--- src/rtl/ddr_capture_packer_pkg.sv ---
// Shared types and widths for the dual-edge capture packer.
// pair_t and CNT_W describe the default 4-bit, 4-deep build.
package ddr_pkg;

  localparam int DDR_WIDTH = 4;
  localparam int DDR_DEPTH = 4;
  localparam int CNT_W     = $clog2(DDR_DEPTH + 1);

  typedef struct packed {
    logic [DDR_WIDTH-1:0] fall;
    logic [DDR_WIDTH-1:0] rise;
  } pair_t;

endpackage

--- src/rtl/ddr_capture_packer_dual_edge_reg.sv ---
// Captures d on both clock edges and mirrors the most recent capture on q_o.
// qp_o/qn_o expose the per-edge registers so the packer can form pairs.
module dual_edge_reg #(
  parameter int WIDTH = 4
) (
  input  logic             clk,
  input  logic             resetn,
  input  logic [WIDTH-1:0] d_i,
  output logic [WIDTH-1:0] qp_o,
  output logic [WIDTH-1:0] qn_o,
  output logic [WIDTH-1:0] q_o
);

  logic [WIDTH-1:0] qp_q;
  logic [WIDTH-1:0] qn_q;

  // NOTE: non-blocking assignments keep every flop reading pre-edge values,
  // which is what lets the packer see the old qp at the next posedge.
  always_ff @(posedge clk) begin
    if (!resetn) qp_q <= '0;
    else         qp_q <= d_i;
  end

  // Reset is still sampled synchronously, just on the falling edge.
  always_ff @(negedge clk) begin
    if (!resetn) qn_q <= '0;
    else         qn_q <= d_i;
  end

  // High phase shows the posedge capture, low phase the negedge capture.
  always_comb q_o = clk ? qp_q : qn_q;

  assign qp_o = qp_q;
  assign qn_o = qn_q;

endmodule

--- src/rtl/ddr_capture_packer.sv ---
// Dual-edge capture front end that pairs rise/fall samples and packs DEPTH
// pairs per output word, with flush support for partial words.
module ddr_capture_packer
  import ddr_pkg::*;
#(
  parameter int WIDTH = DDR_WIDTH,
  parameter int DEPTH = DDR_DEPTH
) (
  input  logic                         clk,
  input  logic                         resetn,
  input  logic [WIDTH-1:0]             d,
  input  logic                         en,
  input  logic                         flush,
  output logic [WIDTH-1:0]             q,
  output logic [2*WIDTH*DEPTH-1:0]     word_o,
  output logic [$clog2(DEPTH+1)-1:0]   word_pairs,
  output logic                         word_valid
);

  localparam int CW = $clog2(DEPTH + 1);
  localparam int PW = 2 * WIDTH;
  localparam int WW = PW * DEPTH;

  logic [WIDTH-1:0] qp;
  logic [WIDTH-1:0] qn;

  dual_edge_reg #(.WIDTH(WIDTH)) u_edge (
    .clk    (clk),
    .resetn (resetn),
    .d_i    (d),
    .qp_o   (qp),
    .qn_o   (qn),
    .q_o    (q)
  );

  logic          en_q;
  logic [CW-1:0] cnt_q,   cnt_d;
  logic [WW-1:0] pack_q,  pack_d;
  logic [WW-1:0] word_q,  word_d;
  logic [CW-1:0] pairs_q, pairs_d;
  logic          valid_q, valid_d;
  logic          emit;

  // NOTE: every always_comb output gets a default first so no path leaves a
  // signal unassigned, which is what would infer a latch.
  always_comb begin
    pack_d  = pack_q;
    cnt_d   = cnt_q;
    word_d  = word_q;
    pairs_d = pairs_q;
    valid_d = 1'b0;

    // en_q marks that the pair begun at the previous posedge is now complete.
    if (en_q) begin
      for (int i = 0; i < DEPTH; i++) begin
        if (cnt_q == CW'(i)) pack_d[i*PW +: PW] = {qn, qp};
      end
      cnt_d = cnt_q + CW'(1);
    end

    emit = (en_q && (cnt_q == CW'(DEPTH - 1))) ||
           (flush && ((cnt_q != '0) || en_q));

    if (emit) begin
      word_d  = pack_d;
      pairs_d = cnt_d;
      valid_d = 1'b1;
      pack_d  = '0;
      cnt_d   = '0;
    end
  end

  // NOTE: the pack buffer is reset along with the control state, since its
  // zeroed slots are what a partial word presents as unfilled.
  always_ff @(posedge clk) begin
    if (!resetn) begin
      en_q    <= 1'b0;
      cnt_q   <= '0;
      pack_q  <= '0;
      word_q  <= '0;
      pairs_q <= '0;
      valid_q <= 1'b0;
    end else begin
      en_q    <= en;
      cnt_q   <= cnt_d;
      pack_q  <= pack_d;
      word_q  <= word_d;
      pairs_q <= pairs_d;
      valid_q <= valid_d;
    end
  end

  assign word_o     = word_q;
  assign word_pairs = pairs_q;
  assign word_valid = valid_q;

endmodule

--- config.mk ---
export PLATFORM = sky130hd
export DESIGN_NAME = ddr_capture_packer
export DESIGN_NICKNAME = d
export VERILOG_FILES = /design/src/rtl/ddr_capture_packer_pkg.sv /design/src/rtl/ddr_capture_packer_dual_edge_reg.sv /design/src/rtl/ddr_capture_packer.sv
export SDC_FILE = /design/constraint.sdc
export NUM_CORES = 1
export LEC_CHECK = 0
export BUFFER_PORTS_ARGS = -buffer_cell sky130_fd_sc_hd__buf_2
export CORE_MARGIN = 2
export CORE_UTILIZATION = 40
export CTS_CLUSTER_SIZE = 8
export DETAILED_ROUTE_END_ITERATION = 8
export GPL_TIMING_DRIVEN = 0
export PLACE_DENSITY = 0.72
export SYNTH_ARGS = -nofsm -noshare
export SYNTH_HDL_FRONTEND = slang
export SYNTH_HIERARCHICAL = 1
export SYNTH_SLANG_ARGS = --single-unit
--- constraint.sdc ---
create_clock -name clk -period 1.8 [get_ports clk]
set_clock_uncertainty 0.1 [all_clocks]
set_input_delay 0.18 -clock clk [delete_from_list [all_inputs] [get_ports clk]]
set_output_delay 0.18 -clock clk [all_outputs]
set_load 0.05 [all_outputs]
==> flow_metrics.py, run 1 <==
metrics = {
    "global_routing": {
        "antenna_found_initial": 0,
        "grt-ovfl-total": 0,
        "grt_max_degree": 14,
        "grt_pass1_vias": 2064,
        "grt_pass1_wl_um": 10520,
        "track_usage": 0.1861,
    },
    "sta": {
        "rsz0062_at_grt": "true",
        "hold_violations": 0,
        "tightest_slew_ns": 0.4070,
        "max_slew_margin": 0.7277,
        "final-setup-viol-count": 36,
        "slew_violations": 0,
        "setup_ws_ns": -0.6706,
    },
    "critical_path": {
        "startpoint_type": "register",
        "cp_num_buf_inv": 1,
        "worstSetupPathType": "register to output pin",
        "end_kind": "output pin",
        "path_cells": "mux2_4, buf_8",
        "crit_required_ns": 1.52,
        "critPathMaxStageDelay_ns": 0.34,
        "worst-endpoint-arrival_ns": 2.19,
        "path_delay_family": "flip-flops",
        "slowest_stage": "dfxtp_4",
        "cp_max_fo": 2,
    },
    "cells_and_area": {
        "final_area_um2": 4160,
        "nNetsFinal": 324,
        "fillers": 586,
        "finalNonFillerCells": 415,
        "syn_to_final_growth_pct": 42.89,
        "drive_gt1_frac": 0.5032,
        "insertedDiodeCount": 0,
    },
    "floorplan": {
        "ios": 48,
        "coreArea_um2": 7137,
        "dieArea_um2": 7977,
        "row_count": 31,
        "start_util": 0.4080,
        "die_x_um": 89.32,
        "die_y_um": 89.32,
    },
    "synth": {
        "syn_inst": 228,
        "yosys_warnings": 6,
        "synthesis.area_um2": 2912,
        "ys_ff_latch": 80,
        "ys_seq_area_frac": 0.5501,
        "syn_area_per_cell_um2": 12.77,
        "synth_cell_types": 21,
        "syn_nets": 241,
    },
    "placed_design": {
        "portBuffers": 47,
        "dp.cells": 374,
        "place_area_um2": 3291,
        "gp_congestion": 0.7217,
        "hpwl_um": 3987,
    },
    "detailed_routing": {
        "wl_met1_um": 3024,
        "vias": 1983,
        "met2_length_um": 3306,
        "antenna_left": 0,
        "drc": 0,
        "drt_iter0_markers": 95,
        "viasPerCell": 4.778,
        "routedWlPerCell_um": 16.68,
        "firstDrtPassIters": 4,
        "drt_wl_total_um": 6921,
        "top_layer_used": "met4",
        "met3_length_um": 333,
    },
    "power": {
        "irDropWorstVdd_uv": 602.1,
        "powerDensity_nw_per_um2": 1067,
        "p_leak_nw": 1.752,
        "power_mw": 4.439,
    },
    "outcome": {
        "violations": "negative setup slack",
        "status": "complete, but fails checks",
    },
    "worst_hold_path": {
        "hp-class": "input port to register",
    },
    "clock_network": {
        "clkLatencyLatePin_ns": 0.51,
        "clkTransAtPathRegs_ns": 0.08,
        "tritoncts": "done",
    },
    "flow_run": {
        "timing.max_cap.violations": 0,
    },
}
-- power by group --
part,switching (mW),internal [mW]
logic,0.188,0.136
clock network,0.986,1.31
registers,0.0253,1.79
-- final cells by class --
type | instances | area, um2 | share of cell area
well taps | 99 | 123.9 | 0.02977
clock buffers | 18 | 242.7 | 0.05835
repair buffers | 61 | 404.1 | 0.09714
clock inverters | 10 | 122.6 | 0.02947
multi-input cells | 128 | 1475 | 0.3546
plain buffers | 15 | 156.4 | 0.03759
inverters | 4 | 15.01 | 0.003609
flip-flops and latches | 80 | 1620 | 0.3895
-- sequential cells by signal, indices dropped and copies added (netlist names) --
register and flops:
u_edge/qp_o 4, word_o 32, word_pairs 3, u_edge/qn_o 4, en_q 1, cnt_q 3
pack_q 32, word_valid 1
-- path summary, 6_finish.rpt --
check,start,end,slack (ns),cells after the start
max,u_edge/qn_o[0],q[0],-0.67,2
min,resetn,pack_q[13],0.004,3
max reg2reg,u_edge/qn_o[3],word_o[7],-0.13,3
min reg2reg,word_o[9],word_o[9],0.37,1
-- kinds of logic after synthesis --
group,Yosys count,synth area share
flip-flops,80,0.5501
AND/OR/NAND/NOR,46,0.07220
AO/OA/AOI/OAI,38,0.1749
multiplexers,38,0.1328
buffers and inverters,20,0.04555
adder cells (fa/ha/maj),5,0.02149
XOR/XNOR,1,0.003009
-- cell usage after synthesis --
cell type / number / area (um2)
nand3b_1: 3 / 22.52
mux2_2: 5 / 56.30
dfxtp_1: 80 / 1602
o2bb2ai_1: 6 / 52.55
o2bb2ai_2: 29 / 435.4
xnor2_1: 1 / 8.760
buf_4: 3 / 22.52
mux2i_1: 33 / 330.3
buf_6: 5 / 56.30
nor2_1: 35 / 131.4
or3b_1: 1 / 8.760
inv_1: 5 / 18.77
nor3b_2: 1 / 12.51
nand2_1: 1 / 3.750
clkbuf_2: 2 / 10.01
o21ai_1: 1 / 5.000
ha_1: 5 / 62.56
buf_2: 5 / 25.02
a21oi_2: 1 / 8.760
and2_1: 5 / 31.28
o21a_1: 1 / 7.510
-- repair_timing --
item | 4_1_cts | 5_1_grt
pin swaps | 5 | 2
endpoints found under the hold margin | 5 | 0
hold buffers | 10 | 0
buffers inserted | 7 | 3
endpoints found under the setup margin | 66 | 68
resized for setup | 64 | 27
gates cloned | 0 | 1
-- worst min-delay path: cells and delay by family --
family	cells	cell delay [ns]
and+or+nand+nor	1	0.06
AOI/OAI and AO/OA	1	0.12
buffers and inverters	1	0.15
-- metrics by stage --
step | worst slack [ns] | hold slack [ns] | utilization | setup TNS (ns)
after global placement | -0.1861 | 0.2867 | 0.4611 | -4.261
after detailed placement | -0.1866 | 0.2953 | 0.4611 | -6.715
after CTS | -0.6862 | 0.01876 | 0.5663 | -4.670
final | -0.6706 | 0.003643 | 0.5829 | -5.107
after global routing | -0.6973 | 0.01532 | 0.5829 | -6.535
after floorplan | -0.03940 | 0.2017 | - | -0.1576
-- per-layer routing --
| metal | vias to the layer above | track usage |
|---|---|---|
| li1 | 969 | - |
| met1 | 944 | 0.2273 |
| met2 | 50 | 0.2862 |
| met3 | 20 | 0.06925 |
| met4 | 0 | 0.09905 |
| met5 | - | 0 |
-- layout by cell type (no fill, tap or decap), types with 2 or more instances in the layout --
cell type      instances
buf_12                 2
dfxtp_1               73
inv_1                  6
mux2i_4               16
dlygate4sd3_1         10
inv_2                  2
o2bb2ai_1              5
ha_1                   2
buf_2                 46
buf_6                  8
ha_4                   2
and2_1                 5
bufinv_16              3
mux2_4                 4
buf_8                  5
dfxtp_4                4
dfxtp_2                3
buf_4                  6
clkbuf_8              13
nor2_2                 2
mux2i_1               16
nor2_1                33
clkbuf_4               2
o2bb2ai_2             29
nand3b_1               3
No activity file was read; power rests on OpenSTA's default activity.
==> run 2, diff against run 1 <==
--- a/config.mk
+++ b/config.mk
@@ -12,6 +12,8 @@
 export DETAILED_ROUTE_END_ITERATION = 8
 export GPL_TIMING_DRIVEN = 0
 export PLACE_DENSITY = 0.72
+export SETUP_SLACK_MARGIN = 0.05
+export SLEW_MARGIN = 20
 export SYNTH_ARGS = -nofsm -noshare
 export SYNTH_HDL_FRONTEND = slang
 export SYNTH_HIERARCHICAL = 1
==> run 2 against run 1 <==
Compared with the run above: the flow still finishes with violations (negative setup slack); clock-buffer cell count unchanged; die area unchanged; via count is 0.25% higher; hold slack better by 0.17 ns; flip-flop and latch count unchanged; sequential share of layout area fell by 0.16 points.
==> flow_metrics.py, run 2 (synthesized netlist as in run 1, its figures left out) <==
metrics = {
    "outcome": {
        "status": "complete, but fails checks",
        "violations": "negative setup slack",
    },
    "cells_and_area": {
        "syn_to_final_growth_pct": 43.49,
        "final_area_um2": 4178,
        "final_cell_mix": "dfxtp_1 (73), buf_2 (43), nor2_1 (33)",
        "layout_commonest_cell": "dfxtp_1",
        "fillers": 571,
        "drive_gt1_frac": 0.5047,
        "nNetsFinal": 325,
        "insertedDiodeCount": 0,
    },
    "critical_path": {
        "r2r_start": "u_edge/qn_o[3]",
        "rr_worst_depth": 3,
        "rrSetupSlack_ns": -0.13,
        "crit_required_ns": 1.52,
        "end_kind": "output pin",
        "cp-startpoint": "u_edge/qn_o[0]",
        "worstSetupPathType": "register to output pin",
        "reg2reg_to": "word_o[7]",
        "worst-endpoint-arrival_ns": 2.18,
        "cp_max_fo": 2,
        "worstSetupEndpoint": "q[0]",
        "startpoint_type": "register",
    },
    "power": {
        "powerDensity_nw_per_um2": 1059,
        "irDropWorstVdd_uv": 564.8,
        "p_seq_frac": 0.412,
        "intPower_mw": 3.238,
        "combPwrFrac": 0.073,
        "p_switching_mw": 1.185,
        "p_leak_nw": 1.735,
        "switching_share": 0.2680,
        "power_frac_clock": 0.515,
    },
    "sta": {
        "tightest_slew_ns": 0.3218,
        "rsz0062_at_grt": "true",
        "setup_ws_ns": -0.6647,
        "setup_tns_ns": -6.593,
        "max_slew_margin": 0.7852,
        "slew_violations": 0,
        "final-setup-viol-count": 55,
        "hold_violations": 0,
    },
    "placed_design": {
        "preCtsSetupSlack_ns": -0.1866,
        "gp_congestion": 0.7217,
        "portBuffers": 47,
        "place_area_um2": 3291,
        "hpwl_um": 3987,
    },
    "floorplan": {
        "die_x_um": 89.32,
        "ios": 48,
        "start_util": 0.4080,
        "dieArea_um2": 7977,
        "die_y_um": 89.32,
        "row_count": 31,
        "coreArea_um2": 7137,
    },
    "global_routing": {
        "track_usage": 0.1871,
        "antenna_found_initial": 0,
        "grt_pass1_vias": 2082,
        "grt-ovfl-total": 0,
        "grt_max_degree": 14,
        "grt_pass1_wl_um": 10590,
    },
    "detailed_routing": {
        "firstDrtPassIters": 4,
        "vias": 1988,
        "drt_iter0_markers": 107,
        "viasPerCell": 4.779,
        "routedWlPerCell_um": 16.72,
        "antenna_left": 0,
        "drt_wl_total_um": 6957,
        "drc": 0,
    },
    "worst_hold_path": {
        "hp-class": "input port to register",
        "whs_path_depth": 4,
    },
    "clock_network": {
        "clkLatencyLatePin_ns": 0.51,
        "clkTransAtPathRegs_ns": 0.08,
        "tritoncts": "done",
    },
    "flow_run": {
        "timing.max_cap.violations": 0,
    },
}
## run 2: layer usage
layer  vias to the layer above  wire length (um)  global-route usage
met5                         -                 0                   0
met3                        19               374             0.08033
met4                         0               202             0.08820
met1                       939              2972              0.2267
met2                        53              3406              0.2875
li1                        977                 -                   -
## run 2: cell type report
cell class,count,area [um2],share of cell area
Clock buffer,18,242.7,0.05810
Clock inverter,10,122.6,0.02935
Sequential cell,80,1620,0.3878
Tap cell,99,123.9,0.02965
Multi-Input combinational cell,128,1486,0.3558
Timing Repair Buffer,62,404.1,0.09674
Inverter,4,15.01,0.003594
Buffer,15,162.7,0.03893
## run 2: power groups by stage
stage	Combinational (mW)	Sequential [mW]	Clock, mW
2_1_floorplan	0.141	1.88	0.262
3_3_place_gp	0.211	1.86	0.287
3_5_place_dp	0.217	1.87	0.287
4_1_cts	0.309	1.82	2.31
5_1_grt	0.343	1.82	2.40
6_report	0.323	1.82	2.28
## run 2: metrics by stage
stage | utilization | cells | hold WS, ns | total power, mW
finish | 0.5854 | 416 | 0.1690 | 4.424
floorplan | - | 228 | 0.2017 | 2.279
CTS | 0.5766 | 416 | 0.1090 | 4.434
detailed placement | 0.4611 | 374 | 0.2953 | 2.369
global route | 0.5854 | 416 | 0.1900 | 4.570
global placement | 0.4611 | 374 | 0.2867 | 2.363
## run 2: how the worst min path moves through the flow
stage | from | endpoint | slack (ns)
after floorplan | resetn | en_q | 0.20
after global placement | en | en_q | 0.29
after detailed placement | en | en_q | 0.30
after CTS | flush | pack_q[13] | 0.11
after global routing | flush | pack_q[13] | 0.19
final | flush | pack_q[13] | 0.17
## run 2: worst max-delay path, cell delays in order, from the launching register on
cell and delay, ns:
dfxtp_4 0.34, mux2_4 0.29, buf_8 0.15
## run 2: timing repair
item,in CTS,in global routing
hold buffers,11,0
hold endpoints to repair,10,0
cloned,0,0
gates resized for setup,76,22
endpoints found under the setup margin,69,72
pin swaps,5,1
buffers inserted,8,2
==> run 3, diff against run 2 <==
--- a/config.mk
+++ b/config.mk
@@ -7,11 +7,12 @@
 export LEC_CHECK = 0
 export BUFFER_PORTS_ARGS = -buffer_cell sky130_fd_sc_hd__buf_2
 export CORE_MARGIN = 2
-export CORE_UTILIZATION = 40
+export CORE_UTILIZATION = 49
 export CTS_CLUSTER_SIZE = 8
 export DETAILED_ROUTE_END_ITERATION = 8
 export GPL_TIMING_DRIVEN = 0
-export PLACE_DENSITY = 0.72
+export PLACE_DENSITY = 0.84
+export RECOVER_POWER = 50
 export SETUP_SLACK_MARGIN = 0.05
 export SLEW_MARGIN = 20
 export SYNTH_ARGS = -nofsm -noshare
==> run 3 against run 2 <==
Compared with the run above: sequential power hardly changed; flip-flop and latch count unchanged; non-clock buffer count up 4; first-iteration DRC count decreased by 24%; design area rose by 2.2%; the run still ends with negative setup slack left; routed wire length increased by 10%; cell count down 4.8%; highest routed layer unchanged.
==> flow_metrics.py, run 3 (synthesized netlist as in run 1, its figures left out) <==
metrics = {
    "outcome": {
        "status": "complete, but fails checks",
        "violations": "negative setup slack",
    },
    "critical_path": {
        "end_kind": "output pin",
        "cp_max_fo": 2,
        "startpoint_type": "register",
        "worstSetupPathType": "register to output pin",
        "worst-endpoint-arrival_ns": 2.18,
        "crit_required_ns": 1.52,
    },
    "clock_network": {
        "clkLatencyLatePin_ns": 0.51,
        "tritoncts": "done",
        "clkTransAtPathRegs_ns": 0.07,
    },
    "cells_and_area": {
        "fillers": 392,
        "regArea_um2": 1622,
        "finalNonFillerCells": 396,
        "insertedDiodeCount": 0,
        "drive_gt1_frac": 0.4174,
        "syn_to_final_growth_pct": 46.63,
        "layout_commonest_cell": "dfxtp_1",
        "final_cell_mix": "dfxtp_1 (74), clkbuf_1 (39), nor2_1 (35)",
        "multi_input_area_um2": 1589,
        "nNetsFinal": 329,
    },
    "floorplan": {
        "dieArea_um2": 6575,
        "die_y_um": 81.09,
        "die_x_um": 81.09,
        "start_util": 0.5006,
        "row_count": 28,
        "coreArea_um2": 5816,
        "ios": 48,
    },
    "global_routing": {
        "grt_pass1_vias": 2206,
        "grt_pass1_wl_um": 11400,
        "grt-ovfl-total": 0,
        "track_usage": 0.2470,
        "antenna_found_initial": 0,
        "grt_max_degree": 14,
    },
    "sta": {
        "rsz0062_at_grt": "true",
        "max_slew_margin": 0.5908,
        "setup_ws_ns": -0.6648,
        "slew_violations": 0,
        "final-setup-viol-count": 54,
        "hold_violations": 0,
        "tightest_slew_ns": 0.6165,
        "setup_tns_ns": -6.124,
    },
    "detailed_routing": {
        "viasPerCell": 5.290,
        "drt_iter0_markers": 81,
        "firstDrtPassIters": 4,
        "antenna_left": 0,
        "drt_wl_total_um": 7687,
        "vias": 2095,
        "drc": 0,
        "routedWlPerCell_um": 19.41,
    },
    "power": {
        "powerDensity_nw_per_um2": 960.0,
        "p_leak_nw": 1.612,
        "irDropWorstVdd_uv": 784.0,
        "power_mw": 4.098,
    },
    "placed_design": {
        "hpwl_um": 3830,
        "portBuffers": 47,
        "gp_congestion": 0.7825,
        "dp.cells": 350,
    },
    "worst_hold_path": {
        "hp-class": "input port to register",
    },
    "flow_run": {
        "timing.max_cap.violations": 0,
    },
}
run 3: stage by stage:
| step | area, um2 | hold WS, ns | util | worst slack, ns |
|---|---|---|---|---|
| after floorplan | 2932 | 0.2017 | - | -0.03940 |
| after global placement | 3261 | 0.2957 | 0.5607 | -0.1896 |
| after detailed placement | 3261 | 0.2941 | 0.5607 | -0.1910 |
| after CTS | 4124 | 0.1155 | 0.7091 | -0.6619 |
| after global routing | 4269 | 0.1913 | 0.7341 | -0.6933 |
| final | 4269 | 0.1813 | 0.7341 | -0.6648 |
run 3: path summary, 6_finish.rpt:
| kind | start | endpoint | slack (ns) | cells after the start |
|---|---|---|---|---|
| min | flush | pack_q[9] | 0.18 | 4 |
| max reg2reg | u_edge/qn_o[2] | pack_q[6] | -0.16 | 3 |
| min reg2reg | word_pairs[2] | word_pairs[2] | 0.37 | 1 |
| max | u_edge/qn_o[0] | q[0] | -0.66 | 2 |
run 3: report_power, final:
group	internal, mW	switching (mW)	total (mW)
registers	1.79	0.0304	1.82
logic	0.163	0.208	0.371
clock network	1.01	0.897	1.90
total	2.96	1.14	4.10
run 3: final cells by class:
| class | count | area share |
|---|---|---|
| flip-flops and latches | 80 | 0.3798 |
| multi-input cells | 128 | 0.3722 |
| repair buffers | 66 | 0.1029 |
| clock buffers | 22 | 0.06741 |
| plain buffers | 15 | 0.04543 |
| well taps | 75 | 0.02198 |
| clock inverters | 6 | 0.006155 |
| inverters | 4 | 0.004103 |
run 3: layer usage:
| metal | global-route usage | vias up | part of all wire |
|---|---|---|---|
| li1 | - | 978 | - |
| met4 | 0.1153 | 0 | 0.023 |
| met5 | 0 | - | 0 |
| met1 | 0.2730 | 1029 | 0.41 |
| met2 | 0.4182 | 69 | 0.52 |
| met3 | 0.09556 | 19 | 0.052 |
run 3: critical path, cell delays in order, from the launching register on:
cell	delay, ns
dfxtp_4	0.35
mux2_4	0.28
buf_8	0.15
run 3: repair_timing:
action / in CTS / in global routing
gates cloned: 3 / 1
hold buffers: 10 / 0
buffers inserted: 9 / 3
pin swaps: 3 / 15
resized for setup: 84 / 35
endpoints found under the hold margin: 10 / 0
setup endpoints to repair: 69 / 65
